**src/rtl/interrupt_ctrl.sv**
```systemverilog
// Interrupt controller: IF/IE registers, IME with delayed EI, and an IDLE/REQ/SERVICE dispatch FSM.
// Latency: irq_in reaches IF in 1 cycle; a qualifying instr_boundary raises int_req 1 cycle later.
// Backpressure: int_req holds until int_ack (or cancellation); int_active holds until int_done.
module interrupt_ctrl (
    input  logic        clock,
    input  logic        reset,
    input  logic [4:0]  irq_in,
    input  logic [15:0] addr,
    input  logic [7:0]  data_in,
    input  logic        write_en,
    output logic [7:0]  data_out,
    input  logic        instr_boundary,
    input  logic        ei_req,
    input  logic        di_req,
    input  logic        reti_req,
    input  logic        int_ack,
    input  logic        int_done,
    output logic        int_req,
    output logic [2:0]  int_pc_out,
    output logic        int_active,
    output logic        wake
);

    typedef enum logic [1:0] {
        IDLE    = 2'd0,
        REQ     = 2'd1,
        SERVICE = 2'd2
    } state_t;

    localparam logic [15:0] ADDR_IF = 16'hFF0F;
    localparam logic [15:0] ADDR_IE = 16'hFFFF;

    state_t      state;
    logic [4:0]  if_q;
    logic [7:0]  ie_q;
    logic        ime;
    logic        ei_pending;

    logic [4:0]  pending;
    logic [2:0]  top_idx;
    logic [4:0]  if_next;
    logic        ack_take;
    logic        take_req;
    logic        wr_if;
    logic        wr_ie;

    assign pending  = ie_q[4:0] & if_q;
    assign wake     = |pending;
    assign wr_if    = write_en && (addr == ADDR_IF);
    assign wr_ie    = write_en && (addr == ADDR_IE);
    assign ack_take = (state == REQ) && int_ack && (pending != 5'd0);

    // A pending EI counts as enabled at the boundary that promotes it, so the
    // instruction after EI completes and the dispatch follows that boundary.
    assign take_req = (state == IDLE) && instr_boundary && (ime || ei_pending)
                      && (pending != 5'd0);

    // Priority encoder: lowest set pending bit wins.
    always_comb begin
        top_idx = 3'd0;
        for (int i = 4; i >= 0; i--) begin
            if (pending[i]) top_idx = 3'(i);
        end
    end

    // IF next value: CPU write, then acked-bit clear, then new requests (set wins).
    always_comb begin
        if_next = if_q;
        if (wr_if) if_next = data_in[4:0];
        if (ack_take) if_next = if_next & ~(5'd1 << top_idx);
        if_next = if_next | irq_in;
    end

    // Register read mux; unused IF bits read as ones.
    always_comb begin
        data_out = 8'h00;
        if (addr == ADDR_IF) data_out = {3'b111, if_q};
        else if (addr == ADDR_IE) data_out = ie_q;
    end

    // IF/IE registers and the master enable with its one-instruction EI delay.
    always_ff @(posedge clock or posedge reset) begin
        if (reset) begin
            if_q       <= 5'd0;
            ie_q       <= 8'h00;
            ime        <= 1'b0;
            ei_pending <= 1'b0;
        end else begin
            logic ime_n;
            logic eip_n;
            ime_n = ime;
            eip_n = ei_pending;
            if (instr_boundary && ei_pending) begin
                ime_n = 1'b1;
                eip_n = 1'b0;
            end
            if (ei_req)   eip_n = 1'b1;
            if (reti_req) ime_n = 1'b1;
            if (di_req) begin
                ime_n = 1'b0;
                eip_n = 1'b0;
            end
            if (ack_take) begin
                ime_n = 1'b0;
                eip_n = 1'b0;
            end
            if_q       <= if_next;
            ime        <= ime_n;
            ei_pending <= eip_n;
            if (wr_ie) ie_q <= data_in;
        end
    end

    // Dispatch FSM with registered handshake outputs and latched vector.
    always_ff @(posedge clock or posedge reset) begin
        if (reset) begin
            state      <= IDLE;
            int_req    <= 1'b0;
            int_active <= 1'b0;
            int_pc_out <= 3'd0;
        end else begin
            case (state)
                IDLE: begin
                    if (take_req) begin
                        state   <= REQ;
                        int_req <= 1'b1;
                    end
                end
                REQ: begin
                    if (ack_take) begin
                        state      <= SERVICE;
                        int_req    <= 1'b0;
                        int_active <= 1'b1;
                        int_pc_out <= top_idx;
                    end else if (pending == 5'd0) begin
                        state   <= IDLE;
                        int_req <= 1'b0;
                    end
                end
                SERVICE: begin
                    if (int_done) begin
                        state      <= IDLE;
                        int_active <= 1'b0;
                    end
                end
                default: begin
                    state      <= IDLE;
                    int_req    <= 1'b0;
                    int_active <= 1'b0;
                end
            endcase
        end
    end

endmodule

```
**config.mk**
```make
export PLATFORM = sky130hd
export DESIGN_NAME = interrupt_ctrl
export DESIGN_NICKNAME = d
export VERILOG_FILES = /design/src/rtl/interrupt_ctrl.sv
export SDC_FILE = /design/constraint.sdc
export NUM_CORES = 1
export LEC_CHECK = 0
export ABC_AREA = 1
export CAP_MARGIN = 30
export CORE_MARGIN = 10
export CORE_UTILIZATION = 30
export DETAILED_ROUTE_END_ITERATION = 8
export PLACE_DENSITY = 0.69
export SLEW_MARGIN = 40
export SYNTH_ARGS = -nofsm -noshare
export SYNTH_HDL_FRONTEND = slang
export SYNTH_SLANG_ARGS = --single-unit
```
**constraint.sdc**
```tcl
create_clock -name clock -period 1.6 [get_ports clock]
set_input_delay 0.16 -clock clock [delete_from_list [all_inputs] [get_ports clock]]
set_output_delay 0.16 -clock clock [all_outputs]
set_load 0.01 [all_outputs]
```
---- Word level (Yosys, flattened, before mapping) ----
Cells that the tools add are included.
W data, S select, Z words.
operators by class
  add/subtract/negate cells ............... 0
  multipliers ............................. 0
  divide/modulo/power cells ............... 0
  order comparisons ....................... 0
  eq/ne operators ......................... 8
  shifts and indexed selects .............. 1
  multiplexer cells ....................... 29
  bitwise gates (word level) .............. 6
  reductions and logical operators ........ 19
operators by type and width
  cell                    number
  $eq A16 B16 Y1 const B  2
  $mux W8                 2
  $mux W3                 5
  $mux W1                 13
  $and A5 B5 Y5           2
  $mux W5                 2
  $reduce_and A3 Y1       3
  $logic_and A1 B1 Y1     8
  $mux W2                 4
  $reduce_bool A4 Y1      2
  $ne A2 B2 Y1 const B    3
  $pmux W1 S3             2
  $pmux W2 S3             1
  $logic_not A5 Y1        1
  $not A5 Y5              1
  $or A5 B5 Y5            1
  $reduce_bool A5 Y1      1
  $reduce_or A5 Y1        1
  $shl A1 B3 Y5 const A   1
  $ne A3 B2 Y1 const B    1
  $eq A2 B1 Y1 const B    1
  $eq A2 B2 Y1 const B    1
  $logic_not A2 Y1        1
  $not A1 Y1              2
  other kinds (2)         2
storage, ports and cells
  bits in registers ....................... 22
  bits in latches ......................... 0
  bits in writable memories ............... 0
  memory bits (read-only) ................. 0
  output and inout bits ................... 14
  logic and storage cells ................. 71
  memories ................................ 0

---- Logic depth before layout (Yosys ltp) ----
  depth after elaboration ................. 11
  mapped depth ............................ 9
  depth with buffers taken out ............ 9

---- Least setup slack after synthesis ----
Ideal clock, no wire load.
  path type ............................... flip-flop to flip-flop
  start ................................... register ie_q[0]
  end ..................................... register if_q[2]
  library setup time ...................... 0.065 ns
  arrival time ............................ 1.190 ns
  required time ........................... 1.535 ns
  path slack .............................. 0.345 ns
  stages on the path, launching flop included .. 10
  cells stage by stage .................... dfrtp_1 > nand2_1 > nand2_1 > nor2_1 > nand2_1 > nand2_2 > inv_1 > nand2_1 > nand3_1 > nand2_1
on the way
  longest elaborated chain between the ends .. 7
RTL lines
  item                      line  RTL
  start: declaration        35    logic [7:0] ie_q;
  start signal: assignment  110   if (wr_ie) ie_q <= data_in;
  $and A5 B5 Y5 (*)         47    assign pending = ie_q[4:0] & if_q;
  $mux W3                   62    if (pending[i]) top_idx = 3'(i);
  $shl A1 B3 Y5             70    if (ack_take) if_next = if_next & ~(5'd1 << top_idx);
  $not A5 Y5                70
  $and A5 B5 Y5             70
  $mux W5 (*)               70
  $or A5 B5 Y5 (*)          71    if_next = if_next | irq_in;
  via if_next[2]            41    logic [4:0] if_next;
  end signal: assignment    107   if_q <= if_next;
  end: declaration          34    logic [4:0] if_q;
The timed path passes the listed nets; every way through them passes the cells marked *.
A chain may end at the register's enable or synchronous reset.

---- Worst setup path after layout ----
  start ................................... input port addr[14]
  end ..................................... output port data_out[2]
on the way
  longest elaborated chain between the ends .. 3
RTL lines
  item                line  RTL
  start: declaration  8     input logic [15:0] addr,
  $eq A16 B16 Y1      78    else if (addr == ADDR_IE) data_out = ie_q;
  $mux W8             78
  $mux W8 (*)         77    if (addr == ADDR_IF) data_out = {3'b111, if_q};
  end: declaration    11    output logic [7:0] data_out,
Every way passes the cells marked *; elsewhere a longest branch is shown, timed or not.

==> qor.yml <==
status: "finished, final reports clean"
met1Wirelength_mm: 1.66
drv_cap: 0
ys_seq_area_frac: 0.443
clk_pin_slew_worst_paths_ns: 0.08
power.internal_uw: 1040
max_stage_delay_ns: 0.30
finalCriticalPeriod_ns: 1.49
r2r_end: "if_q[1]"
die-area_sq_um: 7120
start_util: 0.311
p_per_area_nw_per_um2: 737
p_comb_frac: 0.265
grt_pass1_wl_mm: 6.02
ff2ff_setup_slack_ns: 0.18
port_buffers: 51
h-tree-depth: 1
grt_max_degree: 23
setup_tns_ns: 0
rsz0062_at_grt: "false"
slowest_stage: "dlygate4sd2_1"
final_max_slew_viol_count: 0
antenna_found_initial: 0
fp.dieH_um: 84.4
total_leakage_power_uw: 0.00108
top_layer: "met4"
crit_type: "in -> out"
met2_length_mm: 1.45
slew_headroom: 0.807
syn_avg_cell_area_sq_um: 7.36
drc: 0
place_area_sq_um: 1870
avgViaCountPerCell: 4.46
wirelength_mm: 3.52
cts.sinks: 22
timing.fmax_mhz: 672
grt_pass1_vias: 1303
cp_max_fo: 8
setup-violations-final: 0
rows: 23
vias: 1272
fin_worst_skew_ns: 0.00187
clkPwrFrac: 0.280
r2r-start: "ie_q[0]"
switching_power_uw: 403
hpwlAfterDp_mm: 2.82
coreArea_sq_um: 4000
path_cells: "dlygate4sd2_1 -> nand4_2 -> nor2_4 -> nand2_4 -> o22ai_1 -> dlygate4sd2_1"
arrival_ns: 1.33
p_seq_frac: 0.455
finish.instance_area_sq_um: 1950
gr-total-overflow: 0
reg2regPathDepth: 10
clockBufferDepth: 2
drt-wirelength-per-cell_um: 12.3
crit_top_cell: "dlygate4sd2_1"
firstDrtPassIters: 4
numCtsBuffers: 3
io_pins: 52
yosysWarningCount: 0
synthesis.nets: 207
place_congestion: 0.793
cts_root_buf: "clkbuf_8"
grt_use_total: 0.0991
ys_types: 17
vdd_drop_max_v: 0.000260
cp.required_ns: 1.44
synth_cells: 169
met3_length_um: 385
antenna_cells: 0
area_growth_pct: 57.1
synth.ff_latch_count: 22
nets: 274
final_layout_size_suffix_gt1_frac: 0.145
die_w_um: 84.4
post-route-period-util: 0.930
final-hold-violation-count: 0
syn-cell-area_sq_um: 1240
clkLatencyLatePin_ns: 0.26
postCtsHoldBufs: 0
switching_share: 0.280
drt_iter0_drc: 42
worst_pin_slew_ns: 0.289
startpoint_type: "input pin"
ant_nets: 0
fillCellCount: 421
hp-class: "in -> async"
end_kind: "output port"
cts_tree: "built"
-- synthesized netlist by cell type (all sizes together) --
library cell	n	share of area
inv	35	0.11
o21ai	13	0.058
nor3	1	0.0040
dfrtp	22	0.44
nand3	11	0.054
buf	1	0.012
nand2	55	0.17
o22ai	5	0.025
nand4	10	0.055
nor2	13	0.058
a21oi	3	0.012
-- cell families after synthesis --
logic type,Yosys count,share of synthesized area
AND/OR/NAND/NOR,90,0.344
buffers and inverters,36,0.118
flip-flops,22,0.443
AO/OA/AOI/OAI,21,0.0956
-- area by class of cell --
class | count | area, sq um | area share
inverters | 35 | 131 | 0.0672
clock buffers | 4 | 55.1 | 0.0282
multi-input cells | 112 | 591 | 0.302
flip-flops and latches | 22 | 551 | 0.282
repair buffers | 62 | 564 | 0.289
well taps | 50 | 62.6 | 0.0320
-- how the worst max path moves through the flow --
stage             start          end
3_5_place_dp   addr[13]  data_out[1]
3_3_place_gp   addr[14]  data_out[3]
4_1_cts         ie_q[0]         wake
6_report       addr[14]  data_out[2]
5_1_grt         addr[5]  data_out[0]
2_1_floorplan   ie_q[0]      if_q[2]
-- power by group through the flow --
stage                     combinational [uW]  clock (uW)  sequential [uW]
after detailed placement                 399           0              665
after global routing                     434         434              663
after floorplan                          166           0              678
after CTS                                389         414              654
final                                    382         403              655
after global placement                   394           0              663
-- state kept, by name (all words and copies together) (netlist names) --
| signal | flops |
|---|---|
| int_pc_out | 3 |
| if_q | 5 |
| int_active | 1 |
| ei_pending | 1 |
| state | 2 |
| ie_q | 8 |
| int_req | 1 |
| ime | 1 |
-- cell usage in the layout, fill, tap and decap left out, types with 2 or more instances in the layout --
cell             count
inv_1               34
nor2_2               3
nand3_1             10
o21ai_0             11
dlygate4sd2_1       22
buf_4               10
a21oi_1              3
o21ai_2              2
o22ai_1              4
clkdlybuf4s50_1     26
clkbuf_8             4
nand4_1              9
nor2_1               8
nand2_1             49
dfrtp_1             22
nand3_4              2
nand2_2              5
clkdlybuf4s15_1      2
-- layer usage --
| layer | global-route usage | vias to the layer above |
|---|---|---|
| met1 | 0.120 | 554 |
| met3 | 0.0502 | 4 |
| met5 | 0 | - |
| met4 | 0.0269 | 0 |
| li1 | - | 668 |
| met2 | 0.151 | 46 |
-- critical path: cells and delay by family --
| kind | cells | cell delay (ns) |
|---|---|---|
| buffers and inverters | 2 | 0.51 |
| AND/OR/NAND/NOR | 3 | 0.49 |
| AO/OA/AOI/OAI | 1 | 0.17 |
-- stage by stage --
step	hold slack, ns	instances	power (uW)	utilization	worst slack, ns
finish	0.234	285	1440	0.489	0.112
global placement	0.455	278	1060	0.467	-0.509
CTS	0.248	285	1460	0.486	0.0113
global route	0.272	285	1530	0.489	0.000701
floorplan	0.149	169	844	-	0.345
detailed placement	0.458	278	1060	0.467	-0.550
-- timing repair --
action                                  in CTS  in global routing
pin swaps                                   10                  2
endpoints found under the setup margin       9                  9
setup buffers                                2                  0
gates cloned                                 1                  0
resized for setup                           35                  6
(Power assumes the default switching activity.)
==> variant 1, RTL diff (same flow settings) <==
Encoding of `state_t`: now one-hot (3 bits for 3 states).
--- a/src/rtl/interrupt_ctrl.sv
+++ b/src/rtl/interrupt_ctrl.sv
@@ -22,8 +22,8 @@
 );
 
-    typedef enum logic [1:0] {
-        IDLE    = 2'd0,
-        REQ     = 2'd1,
-        SERVICE = 2'd2
+    typedef enum logic [2:0] {
+        IDLE    = 3'b001,
+        REQ     = 3'b010,
+        SERVICE = 3'b100
     } state_t;
 
Function: same outputs for any inputs over 4 cycles, from zero or initial values and one cycle with reset high; so few cycles prove little.
==> variant 1 against the unedited design <==
Power decreased by 19%; highest routed layer unchanged; utilization decreased by 3.0 points; register-to-register slack better by 0.06 ns; critical path type is now reg2out; sequential power shrank 7.2%; wire length grew 7.1%; critical path depth shrank 1; sequential cell count grew 1; worst setup slack lost 0.015 ns; synthesized area up 8.0%; via count is 4.2% higher; final area increased by 2.2%.
==> variant 1: results (changes against the unedited design) <==
Layout
  – Share of cells above drive strength 1: 0.169 (+0.0247)

Timing
  – Measured slew at the worst slew-check pin: 0.386 ns (+0.0963 ns)
  – Worst hold slack: 0.238 ns (+0.00389 ns)
  – Minimum clock period: 1.50 ns (+0.0152 ns)
  – Setup Skew: 0.00110 ns (-0.000767 ns)

Drt
  – Via/cell ratio: 4.42 (-0.97%)
  – Number of DRC markers in iteration 0: 44 (+4.8%)
  – Wl on met1: 1570 um (-5.7%)
  – Via Count: 1326 (+4.2%)
  – Wire per inst: 12.6 um (+1.8%)
  – Total iterations of the first detailed-routing run: 4 (unchanged)
  – WL met2: 1960 um (+35%)
  – DR WL met3: 208 um (-46%)

Worst setup path
  – RR Startpoint: ie_q[3]
  – CP Class: reg2out
  – R2R setup slack: 0.24 ns (+0.06 ns)
  – Critical-path cell with the highest stage delay: dfrtp_1
  – Largest fanout on the critical path: 3 (-5)
  – FF-to-FF End: state[0]
  – Critical Path Max Stage Delay: 0.41 ns (+0.11 ns)

Pwr
  – Worst vdd ir: 0.338 mV (+30%)
  – Switch share: 0.248 (-0.0318)
  – Seq pwr: 0.608 mW (-7.2%)
  – Power Clock: 0.367 mW (-8.9%)
  – Seq pwr share: 0.521 (+0.066)
  – Leakage power: 1.09 nW (+0.98%)

Placement
  – Pre-CTS WS: -0.500 ns (+0.0502 ns)
  – Post-DP Area: 1960 um^2 (+4.9%)
  – Post-DP HPWL: 3080 um (+9.3%)
  – Placed Cells: 293 (+5.4%)
  – Global placer's final weighted congestion: 0.794 (+0.13%)

Global routing
  – First-pass GRT wire length: 6440 um (+7.0%)
  – Met2 usage in global routing: 0.190 (+0.0384)
  – Routing usage on met1: 0.118 (-0.00184)
  – GR Util All Layers: 0.103 (+0.00392)
  – Met3 usage: 0.0178 (-0.0325)
  – Largest net degree at the start of global routing: 24 (+4.3%)
  – Vias in the first global route: 1402 (+7.6%)

Worst hold path
  – HP Class: in2async

Clock tree
  – Clock H-tree levels: 1 (unchanged)

Logic synthesis
  – Post-synth top cells: nand2_1, inv_1, dfrtp_1
  – Cell variety after synth: 18 (+1)
  – Synth Net Count: 222 (+7.2%)
  – Post-Synthesis Mean Instance Area: 7.30 um^2 (-0.76%)
  – Yosys warns: 0 (unchanged)
  – Top post-synthesis cells by area: dfrtp_1, nand2_1, inv_1
  – Multiplexer area fraction after synthesis: 0 (unchanged)
  – Seq/Total Area, Yosys: 0.429 (-0.0134)
  – Compound-Gate Fraction of Synth Area: 0.0810 (-0.0146)

Die
  – Starting density of the core: 0.309 (-0.00230)

Status
  – Status: completed
==> variant 1: worst register-to-register path: stages (launching register included) <==
cell	delay, ns
dfrtp_1	0.41
nand2_1	0.11
nand2_2	0.09
nor2_4	0.14
nand2_4	0.06
buf_4	0.15
nand2_4	0.10
nand2_2	0.06
nand2_1	0.05
nand3_1	0.08
nand2_1	0.06
==> variant 1: how the worst max path moves through the flow <==
stage                        endpoint
final                            wake
after global routing             wake
after CTS                        wake
after detailed placement  data_out[3]
after global placement    data_out[3]
after floorplan               int_req
==> variant 1: layout make-up <==
type                       instances  area, um^2
multi-input combinational        131         653
clock inverter                     1        5.00
timing repair buffer              62         551
fill                             465        2360
clock buffer                       3        41.3
inverter                          28         105
tap                               52        65.1
sequential                        23         577
==> variant 1: timing repair <==
item,CTS,global route
pin swaps,7,0
setup buffers,3,0
resized for setup,44,1
endpoints found under the setup margin,9,1
==> variant 2, RTL diff (same flow settings) <==
Without the edit above. Register the input `irq_in` before use, with the module's reset. The logic sees it one clock later. The other inputs are not delayed to match. Comments in the files are not updated.
--- a/src/rtl/interrupt_ctrl.sv
+++ b/src/rtl/interrupt_ctrl.sv
@@ -30,4 +30,14 @@
     localparam logic [15:0] ADDR_IF = 16'hFF0F;
     localparam logic [15:0] ADDR_IE = 16'hFFFF;
+
+    logic [4:0] irq_q;
+
+    always_ff @(posedge clock or posedge reset) begin
+        if (reset) begin
+            irq_q <= '0;
+        end else begin
+            irq_q <= irq_in;
+        end
+    end
 
     state_t      state;
@@ -69,5 +79,5 @@
         if (wr_if) if_next = data_in[4:0];
         if (ack_take) if_next = if_next & ~(5'd1 << top_idx);
-        if_next = if_next | irq_in;
+        if_next = if_next | irq_q;
     end
 
Formal check against the unedited RTL: not equivalent (Yosys sat finds a counterexample within 4 cycles, from zero or initial values and one cycle with reset high).
==> variant 2 against the unedited design <==
First-iteration DRC count increased by 110%; non-clock buffer count is 1 lower; wire length grew 10%; worst setup slack got worse by 0.067 ns; final area up 9.9%; synthesized area increased by 9.3%; power is 10% higher; final cell count grew 1.4%; sequential cell count up 5.
==> variant 2: results (changes against the unedited design) <==
Global routing
  – First-pass GRT wire length: 6200 um (+3.0%)
  – Largest net degree at the start of global routing: 28 (+22%)
  – GR Util All Layers: 0.0994 (+0.000370)

Worst setup path
  – RR Startpoint: if_q[0]
  – Critical-path cell with the highest stage delay: clkdlybuf4s50_1
  – Worst Reg-to-Reg Cells: 8 (-2)
  – Critical Path Max Stage Delay: 0.42 ns (+0.12 ns)
  – R2R setup slack: 0.24 ns (+0.06 ns)
  – CP Data Arrival Time: 1.39 ns (+0.06 ns)
  – FF-to-FF End: ime

Layout
  – Regs by FF count: ie_q x8, if_q x5, irq_q x5
  – Multi-input gates: 109 (-2.7%)
  – Final sequential cell count: 27 (+23%)
  – Clock-cell share of area: 0.0227 (-0.00546)
  – Data buffer area share: 0.274 (-0.0150)
  – Post-Layout Cell Count: 289 (+1.4%)
  – Share of cells above drive strength 1: 0.198 (+0.0536)
  – Fraction of area in multi-input gates: 0.295 (-0.00748)
  – FF+latch area: 676 um^2 (+23%)
  – Non-clk invs: 36 (+2.9%)
  – Bufs w/o clock: 61 (-1.6%)

Drt
  – Via Count: 1340 (+5.3%)
  – Final wirelength: 3880 um (+10%)
  – Number of DRC markers in iteration 0: 88 (+110%)

Pwr
  – Worst vdd ir: 0.462 mV (+78%)
  – Seq pwr: 0.789 mW (+20%)
  – Clock share of power: 0.252 (-0.028)
  – Seq pwr share: 0.497 (+0.042)
  – Leakage power: 1.22 nW (+13%)

Logic synthesis
  – Yosys warns: 0 (unchanged)
  – Synth Net Count: 209 (+0.97%)
  – Post-synth top cells: nand2_1, inv_1, dfrtp_1
  – Post-Synthesis Mean Instance Area: 7.95 um^2 (+8.0%)
  – Seq/Total Area, Yosys: 0.497 (+0.0546)
  – Top post-synthesis cells by area: dfrtp_1, nand2_1, inv_1
  – Compound-Gate Fraction of Synth Area: 0.0912 (-0.00441)

Placement
  – Placed Cells: 280 (+0.72%)
  – Pre-CTS WS: -0.538 ns (+0.0121 ns)
  – Global placer's final weighted congestion: 0.811 (+2.3%)
  – Post-DP Area: 1970 um^2 (+5.5%)
  – Post-DP HPWL: 2880 um (+2.0%)

Status
  – Status: completed

Clock tree
  – Worst skew pair latency: 0.28 ns (+0.02 ns)

Die
  – Row count: 24 (+4.3%)

Timing
  – Worst hold slack: 0.225 ns (-0.00870 ns)
variant 2: changes by cell type after synthesis, sizes merged:
cell,change
dfrtp,+5
inv,+1
nand2,-6
nand4,+1
o21ai,+1
variant 2: worst max path at each step:
stage / start / to / slack, ns / cells past startpoint
2_1_floorplan: ie_q[0] / ime / 0.37 / 7
3_5_place_dp: addr[14] / data_out[3] / -0.54 / 6
4_1_cts: addr[8] / data_out[5] / -0.08 / 6
6_report: addr[4] / data_out[4] / 0.05 / 7
3_3_place_gp: addr[14] / data_out[4] / -0.48 / 6
5_1_grt: addr[4] / data_out[4] / -0.04 / 7
variant 2: per-layer routing:
layer	part of all wire	up-vias	GRT usage
li1	-	683	-
met1	0.43	611	0.117
met2	0.48	41	0.166
met3	0.079	5	0.0328
met4	0.011	0	0.0304
met5	0	-	0
variant 2: what timing repair did:
item / CTS / global route
resized for setup: 41 / 35
buffers inserted: 2 / 2
setup endpoints to repair: 9 / 19
pin swaps: 4 / 16
cloned: 1 / 1
